==> src/rtl/imem_loader.sv <==
// imem_loader: turns a valid/ready byte stream into little-endian 32-bit words and
// writes them to consecutive instruction-memory word addresses, one strobe per word.
module imem_loader #(
    parameter int unsigned ADDR_W = 6,
    parameter int unsigned CNT_W  = 7
) (
    input  logic              clk,
    input  logic              rst_n,
    input  logic              start,
    input  logic [ADDR_W-1:0] base_addr,
    input  logic [CNT_W-1:0]  word_count,
    input  logic              byte_valid,
    input  logic [7:0]        byte_data,
    output logic              byte_ready,
    output logic              wr_en,
    output logic [ADDR_W-1:0] wr_addr,
    output logic [31:0]       wr_data,
    output logic              busy,
    output logic              done,
    output logic              err
);

    typedef enum logic [1:0] {StIdle, StRecv, StWrite, StDone} state_t;

    // Largest legal load: the whole memory.
    localparam logic [CNT_W-1:0] MaxWords = CNT_W'(2 ** ADDR_W);

    state_t              state;
    logic [ADDR_W-1:0]   cur_addr;
    logic [CNT_W-1:0]    words_left;
    logic [1:0]          byte_idx;
    // Lower three lanes of the word being assembled; the top lane goes straight to wr_data.
    logic [23:0]         word;
    logic                start_ok;

    assign start_ok = (word_count != '0) && (word_count <= MaxWords);

    // Load FSM with all outputs registered alongside the state transitions.
    always_ff @(posedge clk or negedge rst_n) begin
        if (!rst_n) begin
            state      <= StIdle;
            cur_addr   <= '0;
            words_left <= '0;
            byte_idx   <= '0;
            word       <= '0;
            byte_ready <= 1'b0;
            wr_en      <= 1'b0;
            wr_addr    <= '0;
            wr_data    <= '0;
            busy       <= 1'b0;
            done       <= 1'b0;
            err        <= 1'b0;
        end else begin
            wr_en <= 1'b0;
            done  <= 1'b0;
            err   <= 1'b0;
            unique case (state)
                StIdle: begin
                    if (start) begin
                        if (start_ok) begin
                            cur_addr   <= base_addr;
                            words_left <= word_count;
                            byte_idx   <= '0;
                            byte_ready <= 1'b1;
                            busy       <= 1'b1;
                            state      <= StRecv;
                        end else begin
                            err <= 1'b1;
                        end
                    end
                end
                StRecv: begin
                    if (byte_valid && byte_ready) begin
                        byte_idx <= byte_idx + 2'd1;
                        unique case (byte_idx)
                            2'd0: word[7:0]   <= byte_data;
                            2'd1: word[15:8]  <= byte_data;
                            2'd2: word[23:16] <= byte_data;
                            2'd3: begin
                                wr_addr    <= cur_addr;
                                wr_data    <= {byte_data, word};
                                wr_en      <= 1'b1;
                                byte_ready <= 1'b0;
                                state      <= StWrite;
                            end
                        endcase
                    end
                end
                StWrite: begin
                    // Address wraps naturally at the top of memory.
                    cur_addr   <= cur_addr + ADDR_W'(1);
                    words_left <= words_left - CNT_W'(1);
                    byte_idx   <= '0;
                    if (words_left == CNT_W'(1)) begin
                        busy  <= 1'b0;
                        done  <= 1'b1;
                        state <= StDone;
                    end else begin
                        byte_ready <= 1'b1;
                        state      <= StRecv;
                    end
                end
                StDone: begin
                    state <= StIdle;
                end
            endcase
        end
    end

endmodule

==> config.mk <==
export PLATFORM = sky130hd
export DESIGN_NAME = imem_loader
export DESIGN_NICKNAME = d
export VERILOG_FILES = /design/src/rtl/imem_loader.sv
export SDC_FILE = /design/constraint.sdc
export NUM_CORES = 1
export LEC_CHECK = 0
export ABC_CLOCK_PERIOD_IN_PS = 4200
export BUFFER_PORTS_ARGS = -buffer_cell sky130_fd_sc_hd__buf_4
export CORE_ASPECT_RATIO = 0.5
export CORE_MARGIN = 10
export CORE_UTILIZATION = 25
export CTS_CLUSTER_SIZE = 20
export DETAILED_ROUTE_END_ITERATION = 16
export SYNTH_ARGS = -nofsm -noshare
export SYNTH_HDL_FRONTEND = slang
export SYNTH_SLANG_ARGS = --single-unit
==> constraint.sdc <==
create_clock -name clk -period 4.2 [get_ports clk]
set_input_delay 0.21 -clock clk [delete_from_list [all_inputs] [get_ports clk]]
set_output_delay 0.21 -clock clk [all_outputs]
set_load 0.02 [all_outputs]
==> results_dict.tcl <==
set metrics [dict create \
    port_buffers 67 \
    cts_tree "done" \
    drv_slew 0 \
    drive_gt1_frac 0.4751 \
    nNetsFinal 370 \
    grt_max_degree 85 \
    crit_type "reg2reg" \
    synth_area_um2 3695 \
    max_cap_viol_count 0 \
    synth.avg_cell_area_um2 13.63 \
    power.density_nw_per_um2 736.4 \
    die_area_um2 20340 \
    antennaDiodeCount 0 \
    avgRoutedWirePerCell_um 15.10 \
    synth_cell_types 48 \
    insertion_delay_ns 0.33 \
    fin_crit_sh 0.5877 \
    final_common_cell "dfrtp_1" \
    final_area_um2 4684 \
    peakVddDrop_mv 0.1986 \
    yosys.area.top_type "dfrtp_1" \
    via_count 2355 \
    fin_skew_ns 0.004709 \
    p_leak_nw 2.108 \
    cts.sinks 84 \
    grt_pass1_wl_mm 13.38 \
    die_h_um 106.0 \
    rows 31 \
    cts_resized 0 \
    yosys-top-cells-area "dfrtp_1 (57%), mux2_2 (19%), ha_1 (2.4%)" \
    status "completed" \
    slew-limit-headroom 0.2888 \
    cts.path.max_buffers 2 \
    final-setup-viol-count 0 \
    post-cts-setup-buffer-count 0 \
    htree_levels 3 \
    grt_usage 0.08278 \
    timing.fmax_mhz 405.1 \
    clk_pin_slew_worst_paths_ns 0.06 \
    synth_top_area_share 0.5689 \
    arrival_ns 2.68 \
    cts_hold_buf 0 \
    core_um2 14470 \
    wirelength_mm 8.138 \
    dpl.hpwl_mm 5.669 \
    place_area_um2 4393 \
    final_cell_mix "dfrtp_1 (84), buf_4 (69), mux2_2 (62), inv_1 (11), nand2_1 (11)" \
    grt_pass1_vias 2482 \
    ant_nets 0 \
    io-pin-count 68 \
    cts_buffers 9 \
    ys_ff_latch 84 \
    clk_root_buffer_cell "clkbuf_16" \
    die_w_um 191.9 \
    start_kind "flip-flop" \
    drt_iter0_drc 131 \
    start_util 0.2554 \
    timing.setup.tns_ns 0 \
    synthCells 271 \
    finalWeightedCongestion 0.7283 \
    period_needed_ns 2.468 \
    ys_seq_area_frac 0.5689 \
    antenna_found_initial 0 \
    yosysWarnings 0 \
    first_pass_iters 4 \
    worst_pin_slew_ns 1.067 \
    hold_violations 0 \
    end_kind "flip-flop" \
    rsz0062_at_grt "no" \
    drc_errors 0 \
    grt_overflow 0 \
    synth_nets 303 \
    viasPerCell 4.369 \
    required_ns 4.41 \
    cp_max_fo 41 \
    hold_class "in2async" \
    area_growth_pct 26.79 \
]
==> cell families after synthesis <==
family | Yosys count | share of synthesized area
compound gates | 41 | 0.1002
buf+inv | 24 | 0.03014
mux | 68 | 0.2069
flops | 84 | 0.5689
xor+xnor | 1 | 0.002371
fa+ha+maj | 7 | 0.02370
simple gates | 46 | 0.06773
==> routing by layer <==
layer | global-route usage | part of all wire
met2 | 0.1312 | 0.48
met1 | 0.1006 | 0.45
met5 | 0 | 0
met3 | 0.03066 | 0.057
met4 | 0.03215 | 0.019
==> synth_stat cells (all sizes together) <==
library cell / instances
nand4: 1
nor2b: 1
or2b: 1
a32o: 1
o211ai: 1
or3: 3
buf: 10
dfrtp: 84
mux2i: 4
nand2: 12
nand2b: 1
o32a: 1
a2bb2oi: 7
nand4b: 1
o2bb2ai: 2
and2b: 1
ha: 7
nand3: 7
nor3: 1
nor4: 2
clkbuf: 3
nor2: 11
or2: 2
a221oi: 9
a211oi: 1
o21a: 1
o21ai: 6
a21oi: 4
o22ai: 4
and2: 1
a22o: 1
and4bb: 1
a31oi: 2
a32oi: 1
inv: 11
xor2: 1
mux2: 64
==> sequential cells by signal (all words and copies together) (netlist names) <==
register and flops:
wr_data 32, word 24, words_left 7, cur_addr 6, wr_addr 6, byte_idx 2
state 2, busy 1, byte_ready 1, done 1, err 1, wr_en 1
==> power breakdown <==
part / total (mW) / internal (mW) / switching (mW)
Clock: 0.783 / 0.485 / 0.298
Combinational: 1.24 / 0.636 / 0.599
Sequential: 1.43 / 1.18 / 0.252
Total: 3.45 / 2.30 / 1.15
==> per-stage QoR <==
stage | hold WS [ns] | total power [mW] | cells | worst slack, ns | util
4_1_cts | 0.09846 | 3.506 | 539 | 1.699 | 0.3238
3_5_place_dp | 0.4571 | 2.714 | 525 | 1.698 | 0.3036
6_report | 0.04489 | 3.450 | 539 | 1.732 | 0.3238
2_1_floorplan | -0.08559 | 2.213 | 271 | 2.655 | -
3_3_place_gp | 0.4607 | 2.686 | 525 | 1.721 | 0.3036
5_1_grt | 0.1019 | 3.672 | 539 | 1.453 | 0.3238
==> critical path: stages (launching register included) <==
cell	delay [ns]
dfrtp_1	0.78
nand2b_1	0.20
nor2_2	0.22
nand2_2	0.60
mux2_1	0.54
==> layout make-up <==
type                       instances  area (um2)
fill                            1452        9783
sequential                        84        2102
multi-input combinational        163        1484
timing repair buffer              69       518.0
clock buffer                      12       256.5
tap                              198       247.7
inverter                          11       41.29
clock inverter                     2       35.03
==> worst paths after layout <==
check                               from            end  slack [ns]  cells past startpoint
worst max-delay path            state[0]    wr_data[30]        1.73                      4
worst min-delay path               rst_n  words_left[2]        0.04                      1
worst max register to register  state[0]    wr_data[30]        1.73                      4
worst min register to register  word[15]    wr_data[15]        0.50                      1
max in group asynchronous          rst_n    byte_idx[1]        3.44                      1
min in group clk                   start            err        0.11                      3
Note: power is estimated with default switching activity, not from simulation.
